<file path="src/rtl/i2c_pkg.sv">
// Shared types and widths for the single-byte I2C master.
package i2c_pkg;

  localparam int unsigned I2C_ADDR_W = 7;
  localparam int unsigned I2C_DATA_W = 8;
  localparam int unsigned I2C_CNT_W  = 3;

  localparam logic I2C_RD = 1'b1;
  localparam logic I2C_WR = 1'b0;

  typedef enum logic [3:0] {
    ST_IDLE,
    ST_START,
    ST_ADDR,
    ST_RW,
    ST_ACK_A,
    ST_WDATA,
    ST_RDATA,
    ST_ACK_D,
    ST_STOP
  } i2c_state_t;

endpackage

</file>
<file path="src/rtl/i2c_shift_reg.sv">
// Loadable MSB-first shift register with down-counting bit counter.
// Shared by the address/RW, write-data and read-data paths.
module i2c_shift_reg
  import i2c_pkg::*;
(
  input  logic                  clk,
  input  logic                  reset,
  input  logic                  load,
  input  logic [I2C_DATA_W-1:0] load_val,
  input  logic [I2C_CNT_W-1:0]  load_cnt,
  input  logic                  shift,
  input  logic                  serial_in,
  output logic                  msb,
  output logic [I2C_DATA_W-1:0] shifted_c,
  output logic [I2C_CNT_W-1:0]  cnt
);

  logic [I2C_DATA_W-1:0] q;

  assign msb       = q[I2C_DATA_W-1];
  assign shifted_c = {q[I2C_DATA_W-2:0], serial_in};

  // Load has priority over shift; counter decrements once per shifted bit.
  always_ff @(posedge clk) begin
    if (reset) begin
      q   <= '0;
      cnt <= '0;
    end else if (load) begin
      q   <= load_val;
      cnt <= load_cnt;
    end else if (shift) begin
      q   <= shifted_c;
      cnt <= cnt - I2C_CNT_W'(1);
    end
  end

endmodule

</file>
<file path="src/rtl/i2c_master.sv">
// Single-byte I2C master: START, 7-bit address, R/W, ACK, one data byte,
// ACK/NACK, STOP. One bus bit per clk cycle.
// Optional macro I2C_ACK_CHECK_EN: a NACK in the address ACK slot aborts
// straight to STOP; when undefined, ACK values are ignored.
// Outputs are registered with the value belonging to the state being
// entered, so sda/reading line up with the state they describe.
module i2c_master
  import i2c_pkg::*;
(
  input  logic                  clk,
  input  logic                  reset,
  input  logic                  master_start,
  input  logic [I2C_ADDR_W-1:0] addr_in,
  input  logic [I2C_DATA_W-1:0] data_in,
  input  logic                  read_write_bit,
  input  logic                  sda_in,
  output logic                  sda,
  output logic                  scl,
  output logic [I2C_DATA_W-1:0] data_read,
  output logic                  reading
);

  i2c_state_t state, state_next;

  logic [I2C_DATA_W-1:0] data_r;
  logic                  rw_r;
  logic                  scl_en;

  logic                  sda_next;
  logic                  reading_next;
  logic                  scl_en_next;
  logic                  latch;
  logic                  dr_update;
  logic                  ack_abort_c;

  logic                  sr_load;
  logic [I2C_DATA_W-1:0] sr_load_val;
  logic [I2C_CNT_W-1:0]  sr_load_cnt;
  logic                  sr_shift;
  logic                  sr_msb;
  logic [I2C_DATA_W-1:0] sr_shifted_c;
  logic [I2C_CNT_W-1:0]  sr_cnt;

`ifdef I2C_ACK_CHECK_EN
  assign ack_abort_c = sda_in;
`else
  assign ack_abort_c = 1'b0;
`endif

  // Shift register holds the bit to be driven next in its MSB.
  i2c_shift_reg u_shift (
    .clk       (clk),
    .reset     (reset),
    .load      (sr_load),
    .load_val  (sr_load_val),
    .load_cnt  (sr_load_cnt),
    .shift     (sr_shift),
    .serial_in (sda_in),
    .msb       (sr_msb),
    .shifted_c (sr_shifted_c),
    .cnt       (sr_cnt)
  );

  // State register.
  always_ff @(posedge clk) begin
    if (reset) state <= ST_IDLE;
    else       state <= state_next;
  end

  // Next-state decode plus next-cycle output values.
  always_comb begin
    state_next   = state;
    sda_next     = 1'b1;
    reading_next = 1'b0;
    scl_en_next  = 1'b0;
    latch        = 1'b0;
    dr_update    = 1'b0;
    sr_load      = 1'b0;
    sr_load_val  = '0;
    sr_load_cnt  = '0;
    sr_shift     = 1'b0;

    case (state)
      ST_IDLE: begin
        if (master_start) begin
          state_next = ST_START;
          sda_next   = 1'b0;
        end
      end
      ST_START: begin
        // Address MSB goes out next; remaining address bits and R/W queue up.
        latch       = 1'b1;
        sr_load     = 1'b1;
        sr_load_val = {addr_in[I2C_ADDR_W-2:0], read_write_bit, 1'b1};
        sr_load_cnt = I2C_CNT_W'(I2C_ADDR_W - 1);
        state_next  = ST_ADDR;
        sda_next    = addr_in[I2C_ADDR_W-1];
        scl_en_next = 1'b1;
      end
      ST_ADDR: begin
        sr_shift    = 1'b1;
        sda_next    = sr_msb;
        scl_en_next = 1'b1;
        if (sr_cnt == '0) state_next = ST_RW;
      end
      ST_RW: begin
        state_next  = ST_ACK_A;
        scl_en_next = 1'b1;
      end
      ST_ACK_A: begin
        if (ack_abort_c) begin
          state_next = ST_STOP;
          sda_next   = 1'b0;
        end else begin
          sr_load     = 1'b1;
          sr_load_val = {data_r[I2C_DATA_W-2:0], 1'b1};
          sr_load_cnt = I2C_CNT_W'(I2C_DATA_W - 1);
          scl_en_next = 1'b1;
          if (rw_r == I2C_WR) begin
            state_next = ST_WDATA;
            sda_next   = data_r[I2C_DATA_W-1];
          end else begin
            state_next   = ST_RDATA;
            reading_next = 1'b1;
          end
        end
      end
      ST_WDATA: begin
        sr_shift    = 1'b1;
        scl_en_next = 1'b1;
        if (sr_cnt == '0) state_next = ST_ACK_D;
        else              sda_next   = sr_msb;
      end
      ST_RDATA: begin
        sr_shift    = 1'b1;
        scl_en_next = 1'b1;
        if (sr_cnt == '0) begin
          state_next = ST_ACK_D;
          dr_update  = 1'b1;
        end else begin
          reading_next = 1'b1;
        end
      end
      ST_ACK_D: begin
        state_next = ST_STOP;
        sda_next   = 1'b0;
      end
      ST_STOP: begin
        state_next = ST_IDLE;
      end
      default: begin
        state_next = ST_IDLE;
      end
    endcase
  end

  // Output and transfer-parameter registers.
  always_ff @(posedge clk) begin
    if (reset) begin
      sda       <= 1'b1;
      scl_en    <= 1'b0;
      reading   <= 1'b0;
      data_read <= '0;
      data_r    <= '0;
      rw_r      <= 1'b0;
    end else begin
      sda     <= sda_next;
      scl_en  <= scl_en_next;
      reading <= reading_next;
      if (latch) begin
        data_r <= data_in;
        rw_r   <= read_write_bit;
      end
      if (dr_update) data_read <= sr_shifted_c;
    end
  end

  // SCL follows ~clk while gated on, so SDA changes while SCL is low.
  assign scl = scl_en ? ~clk : 1'b1;

endmodule

</file>
<file path="config.mk">
export PLATFORM = sky130hd
export DESIGN_NAME = i2c_master
export DESIGN_NICKNAME = d
export VERILOG_FILES = /design/src/rtl/i2c_pkg.sv /design/src/rtl/i2c_shift_reg.sv /design/src/rtl/i2c_master.sv
export SDC_FILE = /design/constraint.sdc
export NUM_CORES = 1
export LEC_CHECK = 0
export ABC_AREA = 1
export CORE_AREA = 5 5 64 66
export DETAILED_ROUTE_END_ITERATION = 10
export DIE_AREA = 0 0 69 71
export GPL_TIMING_DRIVEN = 1
export PLACE_DENSITY_LB_ADDON = 0.05
export REMOVE_ABC_BUFFERS = 1
export SLEW_MARGIN = 20
export SYNTH_ARGS = -nofsm -noshare
export SYNTH_HDL_FRONTEND = slang
export SYNTH_SLANG_ARGS = --single-unit
</file>
<file path="constraint.sdc">
create_clock -name clk -period 1.6 [get_ports clk]
set_input_delay 0.16 -clock clk [delete_from_list [all_inputs] [get_ports clk]]
set_output_delay 0.16 -clock clk [all_outputs]
set_load 0.01 [all_outputs]
</file>
# == Yosys cells after proc, flatten, opt, wreduce, memory -nomap -nowiden ==
# Cells that the tools add are included.
# op_classes
n_reduce_logical,8
n_eq_ne,10
n_bitwise,1
add_sub_neg,1
mux,25
# ops
cell,count
4-bit case mux with 7 select lines,1
"4-bit by 3-bit == test with 1-bit output, second input constant",4
8-bit two-way mux,2
8-bit case mux with 2 select lines,1
1-bit two-way mux,12
4-bit two-way mux,3
"4-bit by 2-bit == test with 1-bit output, second input constant",2
3-bit two-way mux,2
1-bit case mux with 6 select lines,1
3-bit case mux with 2 select lines,1
6-bit OR reduction,1
"4-bit by 1-bit == test with 1-bit output, second input constant",1
4-bit zero test,1
"2-bit != test, second input constant",2
2-bit OR reduction,2
3-bit zero test,1
3-bit AND reduction,1
3-bit OR reduction,1
"3-bit by 1-bit subtractor with 3-bit output, second input constant",1
2-bit two-way mux,1
"2-bit by 1-bit != test with 1-bit output, second input constant",1
1-bit case mux with 2 select lines,1
2-bit nonzero test,1
1-bit NOT,1
# totals
inputBits,20
elab_cells,54
ff_bits,35
out_inout_bits,11

# == Depth between registers and ports, before layout ==
# logic_depth
ltp_word,5
ltp_mapped,8
depth_no_buf,8

# == Modules after synthesis ==
# A second synthesis with hierarchy kept.
# hier_totals
cells_unflattened,239
area_unflattened_um2,1665.3
# modules_own_cells
module,area_each_um2,cells_each,instances
i2c_master,1088.5,150,1
i2c_shift_reg,576.8,89,1

==> run summary <==
path class of the lowest-slack min-delay path = primary input to register
WHS Path Cells = 3
Initial Util = 48.2%
crit path cell chain = clkdlybuf4s50_1
critical path data arrival time = 1.34 ns
Pwr per Cell Area = 1610 nW/um^2
Distinct cells, synth = 26
final setup TNS = 0 ns
Hold Vio Cnt, Final = 0
final setup vio count = 0
number of warning messages in the yosys log = 0
number of antenna violations at the first check in global routing = 0
number of buffer and inverter instances along the worst setup path = 1
post-detailed-placement half-perimeter wirelength = 2630 um
pin count of the biggest net entering global routing = 18
Area Overhead vs Synth = 26.5%
1st-iter DRT viols = 66
post-placement setup slack = 0.0904 ns
post-layout min period = 1.50 ns
Hold Path Sink = rw_r
RSZ-0062 raised after global routing = no
residual overflow from global routing = 0
latest clock arrival within the worst-skew pair = 0.45 ns
endpoint type of the worst setup path = output port
number of placed instances with taps included = 314
Total Wirelength = 3640 um
WL/cell = 11.2 um
reg2reg path depth = 7
top cells by area, synth = dfxtp_1 (41%), nand2_1 (12%), nor2_1 (8.4%), o21ai_0 (5.6%), inv_1 (5.3%)
part of the Yosys area used for sequential elements = 41.3%
number of fill cells = 370
worst-case vdd ir drop = 0.000795 V
clk_skew = 0.00925 ns
post-layout worst setup margin = 0.104 ns
end of the worst register-to-register path = u_shift.q[6]
Critical Path Slowest Stage Cell = clkdlybuf4s50_1
top-level I/O count = 31
number of enable flip-flop cells after synthesis = 0
classification of the worst setup path = register to output port
average footprint of a synthesized cell = 7.16 um^2
worst-margin pin slew = 0.326 ns
area fraction of the dominant cell type after synthesis = 41.3%
share of final-layout standard cells stronger than drive strength 1 = 14.8%
wire length of the first global-routing pass = 6170 um
Ant. Diodes = 0
Die Area = 4900 um^2
register bit count reported by yosys = 35
share of the cycle needed by the critical path after routing = 93.5%
buffers added on ports = 30
post-DR vias/cell = 4.84
total track usage = 15.9%
status = finished, final reports clean
vias after detailed routing = 1573
Relative slew margins = 78.3%
power after layout = 3460 uW
Post-synth top flop = dfxtp_1
Cell Rows = 22
horizontal die dimension = 69 um
cts-stage hold buffer count = 0
maximum clock frequency = 669 MHz
number of design rule violations left after detail routing = 0
maximum net fanout on the critical path = 2
number of standard cells after synthesis = 237
Post-CTS Setup Repair Bufs = 0
Pins Over Slew Limit = 0
antenna-violating nets left = 0
number of maximum-capacitance constraint violations = 0
non-filler instance count after layout = 325
FFs w/ async S/R, synth = 0%
final cell utilization of the core = 60.9%
TritonCTS clock tree = yes
layout net count = 298
Leakage Power = 0.000910 uW
routability congestion estimate = 0.861
hold_sp = read_write_bit
largest area contributor in the netlist = dfxtp_1
type of element launching the critical path = register
number of global-route vias before repair = 1405
Detailed Routing Iterations Pass 1 = 4
Post-Syn Area = 1700 um^2
Crit path largest cell delay = 0.54 ns
setup slack of the most critical reg-to-reg path = 0.19 ns
FF-to-FF Start = state[0]
cell family contributing the most delay on the critical path = buffers and inverters
required time of the critical path = 1.44 ns
area of the placeable core = 3520 um^2
Worst-path clk slew = 0.11 ns
die height = 71 um
-- cell families after synthesis --
family                   count (synthesis)  share of synthesized area [%]
AO/OA/AOI/OAI                           42                           13.5
adder cells (fa/ha/maj)                  2                           1.47
flip-flops                              35                           41.3
XOR/XNOR                                 1                          0.516
AND/OR/NAND/NOR                        123                           34.9
buffers and inverters                   34                           8.33
-- layer usage --
| layer | vias to the layer above | GRT usage (%) | routed length, um |
|---|---|---|---|
| met5 | - | 0 | 0 |
| met4 | 0 | 8.24 | 70 |
| met3 | 8 | 7.39 | 326 |
| met2 | 58 | 23.2 | 1570 |
| met1 | 674 | 19.5 | 1670 |
| li1 | 833 | - | - |
-- worst max-delay path by stage --
stage                 start            to  cells past startpoint
6_report       data_read[0]  data_read[0]                      1
4_1_cts        data_read[0]  data_read[0]                      1
2_1_floorplan      state[2]  data_read[0]                      5
3_3_place_gp            clk           scl                      2
5_1_grt            state[0]  u_shift.q[4]                      7
3_5_place_dp            clk           scl                      2
-- timing repair --
item                                    in CTS  in global routing
gates resized for setup                      1                  0
endpoints found under the setup margin       1                  0
endpoints found under the hold margin        0                  0
-- sequential cells by signal (all words and copies together), names as in the netlist --
name	flops
data_r	8
data_read	8
u_shift.q	8
state	4
u_shift.cnt	3
reading	1
rw_r	1
scl_en	1
sda	1
-- Yosys cell counts, types with 2 or more instances --
cell type,number
nor3_2,6
dfxtp_1,35
nor2_1,38
clkbuf_1,4
buf_2,2
o22ai_1,2
nor2_2,3
nand2_2,4
ha_1,2
a21oi_2,4
nand3_1,7
o21ai_0,19
nand2_1,53
inv_1,24
a21oi_1,16
nand4_1,4
inv_2,3
nand2_4,3
-- per-stage QoR --
| step | instance area [um^2] | hold slack, ns |
|---|---|---|
| after floorplan | 1660 | 0.222 |
| after global placement | 2080 | 0.431 |
| after detailed placement | 2080 | 0.432 |
| after CTS | 2150 | 0.291 |
| after global routing | 2150 | 0.290 |
| final | 2150 | 0.296 |
-- where the power goes --
| group | internal [uW] | switching (uW) |
|---|---|---|
| Combinational | 612 | 996 |
| Clock | 264 | 327 |
| Sequential | 1120 | 147 |
| Total | 1990 | 1470 |
-- final cells by class --
class                           instances  area, um^2  area share (%)
Inverter                               27         101            4.72
Sequential cell                        35         701            32.6
Multi-Input combinational cell        168         856            39.9
Timing Repair Buffer                   35         348            16.2
Tap cell                               48        60.1            2.80
Clock buffer                           11        76.3            3.55
Clock inverter                          1        5.00           0.233
-- placed cells by master (no fill, tap or decap), types with 4 or more instances in the layout --
| cell type | synthesis | routed |
|---|---|---|
| a21oi_1 | 16 | 16 |
| a21oi_2 | 4 | 4 |
| buf_4 | 0 | 5 |
| clkbuf_4 | 0 | 8 |
| clkdlybuf4s50_1 | 0 | 29 |
| dfxtp_1 | 35 | 35 |
| inv_1 | 24 | 24 |
| nand2_1 | 53 | 53 |
| nand2_2 | 4 | 4 |
| nand3_1 | 7 | 7 |
| nand4_1 | 4 | 4 |
| nor2_1 | 38 | 38 |
| nor3_2 | 6 | 6 |
| o21ai_0 | 19 | 19 |
(Power assumes the default switching activity.)
==> patch: new RTL, same flow settings <==
Re-encode `i2c_state_t` (9 states) as one-hot, 9 bits wide.
--- a/src/rtl/i2c_pkg.sv
+++ b/src/rtl/i2c_pkg.sv
@@ -10,12 +10,12 @@
 
-  typedef enum logic [3:0] {
-    ST_IDLE,
-    ST_START,
-    ST_ADDR,
-    ST_RW,
-    ST_ACK_A,
-    ST_WDATA,
-    ST_RDATA,
-    ST_ACK_D,
-    ST_STOP
+  typedef enum logic [8:0] {
+    ST_IDLE  = 9'b000000001,
+    ST_START = 9'b000000010,
+    ST_ADDR  = 9'b000000100,
+    ST_RW    = 9'b000001000,
+    ST_ACK_A = 9'b000010000,
+    ST_WDATA = 9'b000100000,
+    ST_RDATA = 9'b001000000,
+    ST_ACK_D = 9'b010000000,
+    ST_STOP  = 9'b100000000
   } i2c_state_t;
Behaviour: no difference found for any inputs over 10 cycles, from zero or initial values and one cycle with reset high; not proved beyond that.
==> patch against the original RTL <==
  * Sequential cell count grew 5
  * Power shrank 11%
  * Fmax shrank 1.6%
  * Core utilization grew 10 points
  * Die area is the same
  * Worst setup slack lost 24 ps
  * Via count grew 17%
  * Register-to-register slack lost 50 ps
  * Synthesized area grew 19%
  * Wire length grew 23%
  * Design area grew 17%
==> patch: results (changes against the original RTL) <==
.. list-table::
   :header-rows: 1

   * - Metric
     - Value
   * - Amount of wire on met3 after detailed routing
     - 237 microns (-27%)
   * - Peak supply drop
     - 0.6241 mV (-21%)
   * - Worst R2R Start
     - state[4]$_SDFFE_PP0P_
   * - Depth of the worst register-to-register path
     - 9 (+2)
   * - Via density per instance
     - 5.019 (+3.7%)
   * - Buffers excl. clock
     - 40 (+14%)
   * - Fill cell count
     - 340 (-8.1%)
   * - Share of the core filled with cells
     - 71.27% (+10 points)
   * - Leak Pwr
     - 0.001199 uW (+32%)
   * - Half-perimeter wire length of the detailed placement result
     - 3.243 mm (+23%)
   * - DR iter-0 viols
     - 97 (+47%)
   * - Result of the run
     - complete, no violations
   * - Time the worst path needs with I/O delays and setup
     - 1520 ps (+24.35 ps)
   * - Share of the yosys chip area belonging to registers
     - 39.58% (-1.7 points)
   * - Layout sequential cell count
     - 40 (+14%)
   * - Termination of the worst setup path
     - data_read[4]
   * - Wire length of the first global-routing pass
     - 7.700 mm (+25%)
   * - Arrival time reported for the critical path endpoint
     - 1360 ps (+20 ps)
   * - Top cells by area in the synthesized netlist
     - dfxtp_1 (40%), nor2_1 (8.7%), nand2_1 (8.5%)
   * - Standard cell area after detailed placement
     - 2360 sq um (+14%)
   * - Pre-Repair DR Iteration Count
     - 6 (+2)
   * - Hold-critical path endpoint
     - data_r[6]$_SDFFE_PP0N_
   * - Worst Setup SP
     - data_read[4]$_SDFFE_PP0P_
   * - Gr usage total
     - 19.42% (+3.5 points)
   * - Inverters
     - 41 (+52%)
   * - Slew margin rel.
     - 78.80% (+0.54 points)
   * - Final RePlAce weighted congestion
     - 0.8371 (-2.8%)
   * - Number of nets at the end of the flow
     - 341 (+14%)
   * - Detailed-routed wire length on met2
     - 2.106 mm (+34%)
## patch: changes by cell type in the layout (fill, tap and decap cells not counted), sizes merged, moves of 2 or more
| cell | delta |
|---|---|
| nand3 | +16 |
| nor2 | +15 |
| inv | +14 |
| a21oi | -7 |
| o21ai | +6 |
| buf | +5 |
| dfxtp | +5 |
| nand2 | -5 |
| nor3 | -3 |
| o22ai | -2 |
## patch: logic make-up (layout without fill, tap and decap cells)
kind of cell             after synthesis  in the layout  share of synthesized area [%]
adder cells (fa/ha/maj)                2              2                          1.237
flip-flops                            40             40                          39.58
AND/OR/NAND/NOR                      145            146                          37.23
AO/OA/AOI/OAI                         39             39                          10.08
buffers and inverters                 49             93                          11.87
## patch: report_power, final
group,switching [uW],leakage (uW),total [uW],internal [uW]
clock network,363,0.0000586,777,413
registers,110,0.000325,1260,1150
logic,634,0.000815,1060,424
total,1110,0.00120,3090,1980
## patch: layer usage
layer,GRT usage (%),vias up
li1,-,961
met1,23.04,836
met2,31.89,38
met3,6.676,12
met4,8.460,0
met5,0,-
